**src/rtl/riscv_multicycle_core.sv**
```systemverilog
// Multi-cycle RV32I-subset core: one ALU and one req/ready memory port shared
// across FETCH/DECODE/EXEC/MEM/WB, with illegal/misaligned trap and retire counter.
module riscv_multicycle_core #(
  parameter logic [31:0] RESET_PC  = 32'h0000_0000,
  parameter int unsigned REG_COUNT = 32,
  parameter int unsigned CNT_W     = 32
) (
  input  logic             clk,
  input  logic             areset,
  output logic             mem_req,
  output logic             mem_we,
  output logic [31:0]      mem_addr,
  output logic [31:0]      mem_wdata,
  input  logic [31:0]      mem_rdata,
  input  logic             mem_ready,
  output logic             WE,
  output logic [31:0]      data_out,
  output logic             trap,
  output logic [CNT_W-1:0] retire_count
);
  localparam int unsigned AW = (REG_COUNT == 16) ? 4 : 5;

  typedef enum logic [2:0] {
    S_FETCH, S_DECODE, S_EXEC, S_MEM, S_WB, S_TRAP
  } state_t;

  state_t      state, state_next;
  logic [31:0] pc, pc_old, ir, a, b, alu_out, mdr;
  logic [31:0] regs [REG_COUNT];

  logic [6:0]  opcode, funct7;
  logic [2:0]  funct3;
  logic [4:0]  rs1, rs2, rd;
  logic        is_lw, is_sw, is_opimm, is_op, is_br, is_jal;
  logic        uses_rs1, uses_rs2, uses_rd, legal;
  logic [31:0] imm_i, imm_s, imm_b, imm_j, imm, op_b, alu_res;
  logic [31:0] br_target, jal_target;
  logic        taken, retire;

  assign opcode = ir[6:0];
  assign rd     = ir[11:7];
  assign funct3 = ir[14:12];
  assign rs1    = ir[19:15];
  assign rs2    = ir[24:20];
  assign funct7 = ir[31:25];

  assign is_lw    = (opcode == 7'b0000011);
  assign is_sw    = (opcode == 7'b0100011);
  assign is_opimm = (opcode == 7'b0010011);
  assign is_op    = (opcode == 7'b0110011);
  assign is_br    = (opcode == 7'b1100011);
  assign is_jal   = (opcode == 7'b1101111);

  assign uses_rs1 = is_lw | is_sw | is_opimm | is_op | is_br;
  assign uses_rs2 = is_sw | is_op | is_br;
  assign uses_rd  = is_lw | is_opimm | is_op | is_jal;

  assign imm_i = {{20{ir[31]}}, ir[31:20]};
  assign imm_s = {{20{ir[31]}}, ir[31:25], ir[11:7]};
  assign imm_b = {{19{ir[31]}}, ir[31], ir[7], ir[30:25], ir[11:8], 1'b0};
  assign imm_j = {{11{ir[31]}}, ir[31], ir[19:12], ir[20], ir[30:21], 1'b0};

  always_comb begin
    legal = 1'b0;
    case (opcode)
      7'b0000011: legal = (funct3 == 3'b010);
      7'b0100011: legal = (funct3 == 3'b010);
      7'b0010011: legal = funct3 inside {3'b000, 3'b010, 3'b110, 3'b111};
      7'b0110011: legal = ((funct7 == 7'b0000000) && (funct3 inside {3'b000, 3'b010, 3'b110, 3'b111}))
                       || ((funct7 == 7'b0100000) && (funct3 == 3'b000));
      7'b1100011: legal = funct3 inside {3'b000, 3'b001, 3'b100};
      7'b1101111: legal = 1'b1;
      default:    legal = 1'b0;
    endcase
    // RV32E: only register fields actually used by the format are checked
    if (REG_COUNT == 16) begin
      if ((uses_rs1 && rs1[4]) || (uses_rs2 && rs2[4]) || (uses_rd && rd[4]))
        legal = 1'b0;
    end
  end

  always_comb begin
    imm     = is_sw ? imm_s : imm_i;
    op_b    = is_op ? b : imm;
    alu_res = a + op_b;
    if (is_jal) begin
      alu_res = pc_old + 32'd4;
    end else if (is_op || is_opimm) begin
      case (funct3)
        3'b111:  alu_res = a & op_b;
        3'b110:  alu_res = a | op_b;
        3'b010:  alu_res = {31'b0, $signed(a) < $signed(op_b)};
        default: alu_res = (is_op && funct7[5]) ? a - op_b : a + op_b;
      endcase
    end
  end

  always_comb begin
    case (funct3)
      3'b000:  taken = (a == b);
      3'b001:  taken = (a != b);
      3'b100:  taken = ($signed(a) < $signed(b));
      default: taken = 1'b0;
    endcase
  end

  assign br_target  = pc_old + imm_b;
  assign jal_target = pc_old + imm_j;

  always_ff @(posedge clk or posedge areset) begin
    if (areset) state <= S_FETCH;
    else        state <= state_next;
  end

  always_comb begin
    state_next = state;
    case (state)
      S_FETCH:  if (mem_ready) state_next = S_DECODE;
      S_DECODE: state_next = legal ? S_EXEC : S_TRAP;
      S_EXEC: begin
        if (is_lw || is_sw)
          state_next = (alu_res[1:0] == 2'b00) ? S_MEM : S_TRAP;
        else if (is_br)
          state_next = (taken && (br_target[1:0] != 2'b00)) ? S_TRAP : S_FETCH;
        else if (is_jal)
          state_next = (jal_target[1:0] != 2'b00) ? S_TRAP : S_WB;
        else
          state_next = S_WB;
      end
      S_MEM:    if (mem_ready) state_next = is_lw ? S_WB : S_FETCH;
      S_WB:     state_next = S_FETCH;
      S_TRAP:   state_next = S_TRAP;
      default:  state_next = S_TRAP;
    endcase
  end

  assign retire = (state == S_WB)
               || ((state == S_EXEC) && is_br && (state_next == S_FETCH))
               || ((state == S_MEM) && is_sw && mem_ready);

  // Request gated by areset so it drops in the same cycle reset is raised
  assign mem_req   = !areset && ((state == S_FETCH) || (state == S_MEM));
  assign mem_we    = (state == S_MEM) && is_sw;
  assign mem_addr  = (state == S_MEM) ? alu_out : pc;
  assign mem_wdata = b;
  assign WE        = mem_req & mem_we;
  assign data_out  = mem_wdata;
  assign trap      = (state == S_TRAP);

  always_ff @(posedge clk or posedge areset) begin
    if (areset) begin
      pc           <= RESET_PC;
      pc_old       <= RESET_PC;
      ir           <= '0;
      a            <= '0;
      b            <= '0;
      alu_out      <= '0;
      mdr          <= '0;
      retire_count <= '0;
      for (int unsigned i = 0; i < REG_COUNT; i++) regs[i[AW-1:0]] <= '0;
    end else begin
      case (state)
        S_FETCH: if (mem_ready) begin
          ir     <= mem_rdata;
          pc_old <= pc;
        end
        S_DECODE: begin
          a <= regs[rs1[AW-1:0]];
          b <= regs[rs2[AW-1:0]];
        end
        S_EXEC: begin
          alu_out <= alu_res;
          if (is_br && (state_next == S_FETCH)) pc <= taken ? br_target : pc_old + 32'd4;
          if (is_jal && (state_next == S_WB))   pc <= jal_target;
        end
        S_MEM: if (mem_ready) begin
          if (is_lw) mdr <= mem_rdata;
          else       pc  <= pc_old + 32'd4;
        end
        S_WB: begin
          if (rd[AW-1:0] != '0) regs[rd[AW-1:0]] <= is_lw ? mdr : alu_out;
          if (!is_jal) pc <= pc_old + 32'd4;
        end
        default: ;
      endcase
      if (retire) retire_count <= retire_count + CNT_W'(1);
    end
  end

endmodule

```
**config.mk**
```make
export PLATFORM = sky130hd
export DESIGN_NAME = riscv_multicycle_core
export DESIGN_NICKNAME = d
export VERILOG_FILES = /design/src/rtl/riscv_multicycle_core.sv
export SDC_FILE = /design/constraint.sdc
export NUM_CORES = 2
export LEC_CHECK = 0
export ABC_AREA = 1
export CORE_ASPECT_RATIO = 1.5
export CORE_MARGIN = 8
export CORE_UTILIZATION = 55
export DETAILED_ROUTE_END_ITERATION = 6
export MAX_ROUTING_LAYER = met4
export PLACE_DENSITY = 0.79
export SKIP_CTS_REPAIR_TIMING = 1
export SYNTH_ARGS = -nofsm -noshare
export SYNTH_HDL_FRONTEND = slang
export SYNTH_SLANG_ARGS = --single-unit
```
**constraint.sdc**
```tcl
create_clock -name clk -period 55 [get_ports clk]
set_input_delay 11 -clock clk [delete_from_list [all_inputs] [get_ports clk]]
set_output_delay 11 -clock clk [all_outputs]
set_load 0.05 [all_outputs]
```
==> results.md <==
| Parameter | Value | Unit |
| --- | --- | --- |
| Io pins | 167 | - |
| Total global routing track utilization | 0.416 | - |
| Number of synthesized flops with an enable pin | 0 | - |
| Area growth from synthesis to layout | 7.77 | % |
| Violated checks | DRC | - |
| Vias after detailed routing | 79000 | - |
| Critical path fanouts, max | 3 | - |
| Yosys Warn Count | 0 | - |
| Die height | 468 | um |
| Largest net degree at the start of global routing | 207 | - |
| Total clock buffers created by CTS | 119 | - |
| Power density cells | 26.3 | mW/mm^2 |
| Placer congestion estimate | 1.05 | - |
| Slew of the pin with the lowest slew margin | 1.37 | ns |
| Area after DPL | 0.0768 | mm^2 |
| Min Tclk post-route | 23.59 | ns |
| Relative slew margins | 0.0895 | - |
| Leak Pwr | 35.6 | nW |
| NumNets Final | 9970 | - |
| RSZ-0062 raised after global routing | no | - |
| DR vias/cell | 6.80 | - |
| Routed length per instance | 27.0 | um |
| Initial antenna violation count | 25 | - |
| Worst VDD drop | 28.3 | uV |
| Clock tree root buffer cell | sky130_fd_sc_hd__clkbuf_16 | - |
| Area share of the largest cell type after synthesis | 0.428 | - |
| Classification of the worst setup path | in2out | - |
| Clock latency reported for the late side of the worst-skew pair | 0.82 | ns |
| Top cell type by total area after synthesis | sky130_fd_sc_hd__dfrtp_1 | - |
| Power after layout | 2.12 | mW |
| Clock tree from TritonCTS | done | - |
| Die X | 318 | um |
| Proportion of register bits with asynchronous set or reset after synthesis | 1.00 | - |
| Clock Skew | 0.0722 | ns |
| Sort of element at the start of the critical path | primary input | - |
| Overall die area | 0.149 | mm^2 |
| Hold path depth | 0 | - |
| DRC violations left | 29 | - |
| Clock edge transition at the registers on the reported setup and hold paths | 0.06 | ns |
| Total nets after synthesis | 10500 | - |
| Dpl hpwl | 187 | mm |
| Wire length of the first global-routing pass | 463 | mm |
| Final worst path period share | 0.429 | - |
| First-pass DRT Iterations | 7 | - |
| Register bit total from synthesis | 1283 | - |
| Worst min-delay path category | reg2reg | - |
| Detailed-route wire length | 314 | mm |
| Core ar. | 0.136 | mm^2 |
| Number of standard-cell rows in the floorplan | 166 | - |
| Number of distinct library cells after synthesis | 63 | - |
| Arrival time of the worst setup path | 12.59 | ns |
| Worst Reg-to-Reg Cells | 30 | - |
| TNS Setup | 0 | ns |
| Sequential share of the synthesized area | 0.428 | - |
| Max-capacitance violation count | 0 | - |
| Finished Cell Area | 0.0809 | mm^2 |
| Required time of the worst setup path | 44.00 | ns |
| Hold Vio Cnt, Final | 0 | - |
| Type of destination of the critical path | primary output | - |
| Grt ovf | 0 | - |
| Number of global-route vias before repair | 74800 | - |
| Share of post-route cells with drive strength above 1 | 0.0494 | - |
| Final-layout fill cell count | 12100 | - |
| Final setup slack of the worst path | 31.41 | ns |
| Pre-CTS worst setup slack | 31.40 | ns |
| Synthesized area per cell | 7.31 | um^2 |
| Total setup violations reported at the end of the flow | 0 | - |
| Count of nets left with antenna violations after detail routing | 0 | - |
| Maximum buffer depth of the clock tree | 3 | - |
| Detailed router's first-iteration violation count | 13300 | - |
| Highest clock rate | 42.4 | MHz |
| Number of instances in the synthesized netlist | 10300 | - |
| Depth of the CTS H-tree | 3 | - |
| Initial core utilization | 0.552 | - |
| Cell types occupying the most area after synthesis | sky130_fd_sc_hd__dfrtp_1 43%, sky130_fd_sc_hd__o21ai_0 18%, sky130_fd_sc_hd__nand2_1 8.9% | - |
| Post-synthesis instance area | 0.0751 | mm^2 |
| TritonCTS Sinks | 1283 | - |
| Final Max Tran Viols | 0 | - |
| Outcome | finished, violations left | - |
| Most instantiated flip-flop cell in the synthesis netlist | sky130_fd_sc_hd__dfrtp_1 | - |
| Number of buffers added on ports | 166 | - |
[metrics by stage]
step / hold WS, ns / cells / utilization
2_1_floorplan: 0.448 / 10300 / -
3_3_place_gp: 0.387 / 11400 / 0.564
3_5_place_dp: 0.389 / 11400 / 0.564
4_1_cts: 0.404 / 11600 / 0.594
5_1_grt: 0.418 / 11600 / 0.595
6_report: 0.402 / 11600 / 0.595
[cell families (layout without fill, tap and decap cells)]
group	count (synthesis)	in the layout	share of synthesized area
XOR/XNOR	110	110	0.0128
other	0	21	0
adder cells (fa/ha/maj)	177	177	0.0299
buffers and inverters	1334	914	0.0694
flip-flops	1283	1283	0.428
multiplexers	42	42	0.00610
AO/OA/AOI/OAI	3666	3666	0.262
AND/OR/NAND/NOR	3656	3656	0.192
[worst max-delay path: stages]
cell	delay, ns
sky130_fd_sc_hd__clkdlybuf4s50_1	0.52
sky130_fd_sc_hd__nor3_1	0.22
sky130_fd_sc_hd__clkdlybuf4s50_1	0.84
[per-layer routing]
layer  vias to the layer above  global-route usage  routed length, um
met5                         -                   -                  0
met2                      6403               0.610             134000
li1                      33800                   -                  -
met3                      1680               0.115              42200
met1                     37100               0.483             108000
met4                         0               0.328              29900
[path summary, 6_finish.rpt]
path | startpoint | end | slack (ns)
hold reg to reg | regs[993] | regs[993] | 0.40
hold / removal | regs[993] | regs[993] | 0.40
max in group asynchronous | areset | regs[128] | 40.66
setup reg to reg | ir[0] | pc[18] | 47.62
min in group asynchronous | areset | ir[4] | 10.81
setup / recovery | areset | WE | 31.41
[power breakdown]
part	switching [mW]	internal [mW]
Sequential	0.0135	0.946
Combinational	0.203	0.0761
Clock	0.397	0.489
[cell usage in the layout, fill, tap and decap left out, types with 166 or more instances in the layout]
cell and n:
sky130_fd_sc_hd__o21ai_0 2645, sky130_fd_sc_hd__nand2_1 1741, sky130_fd_sc_hd__nor2_1 1537, sky130_fd_sc_hd__dfrtp_1 1273, sky130_fd_sc_hd__o22ai_1 563, sky130_fd_sc_hd__inv_1 387
sky130_fd_sc_hd__a21oi_1 238, sky130_fd_sc_hd__nand3_1 193, sky130_fd_sc_hd__ha_1 173, sky130_fd_sc_hd__clkdlybuf4s50_1 166
[synth_stat cells, types with 5 or more instances]
cell type	number
sky130_fd_sc_hd__nor2_1	1539
sky130_fd_sc_hd__mux2_2	30
sky130_fd_sc_hd__o21ai_0	2666
sky130_fd_sc_hd__o22ai_1	563
sky130_fd_sc_hd__ha_1	173
sky130_fd_sc_hd__nand4_1	35
sky130_fd_sc_hd__or2_2	14
sky130_fd_sc_hd__xnor2_1	48
sky130_fd_sc_hd__a31oi_1	13
sky130_fd_sc_hd__o211ai_1	39
sky130_fd_sc_hd__inv_2	16
sky130_fd_sc_hd__nor4_1	17
sky130_fd_sc_hd__clkbuf_1	815
sky130_fd_sc_hd__xor2_1	62
sky130_fd_sc_hd__buf_1	29
sky130_fd_sc_hd__buf_4	37
sky130_fd_sc_hd__inv_1	396
sky130_fd_sc_hd__o31ai_1	7
sky130_fd_sc_hd__o21bai_1	10
sky130_fd_sc_hd__nand3_1	193
sky130_fd_sc_hd__dfrtp_1	1283
sky130_fd_sc_hd__buf_2	32
sky130_fd_sc_hd__nor3_1	51
sky130_fd_sc_hd__a211oi_1	5
sky130_fd_sc_hd__a21oi_1	238
sky130_fd_sc_hd__mux2i_1	12
sky130_fd_sc_hd__nor2_4	5
sky130_fd_sc_hd__o221ai_1	75
sky130_fd_sc_hd__a21boi_0	6
sky130_fd_sc_hd__o32ai_1	22
sky130_fd_sc_hd__nand2_2	6
sky130_fd_sc_hd__nand2_1	1772
[flip-flops by register name (all words and copies together), names as in the netlist]
name          flops
retire_count     32
alu_out          32
mdr              32
pc_old           32
a                32
state             3
ir               32
data_out         32
regs           1024
pc               32
[layout make-up]
type / instances / area, um^2 / share of cell area
diodes: 21 / 52.6 / 0.000650
flip-flops and latches: 1283 / 32100 / 0.397
clock buffers: 166 / 3410 / 0.0422
well taps: 1764 / 2210 / 0.0273
multi-input cells: 7651 / 38200 / 0.472
clock inverters: 45 / 631 / 0.00780
repair buffers: 286 / 2690 / 0.0332
inverters: 417 / 1610 / 0.0199
No activity file was read; power rests on OpenSTA's default activity.
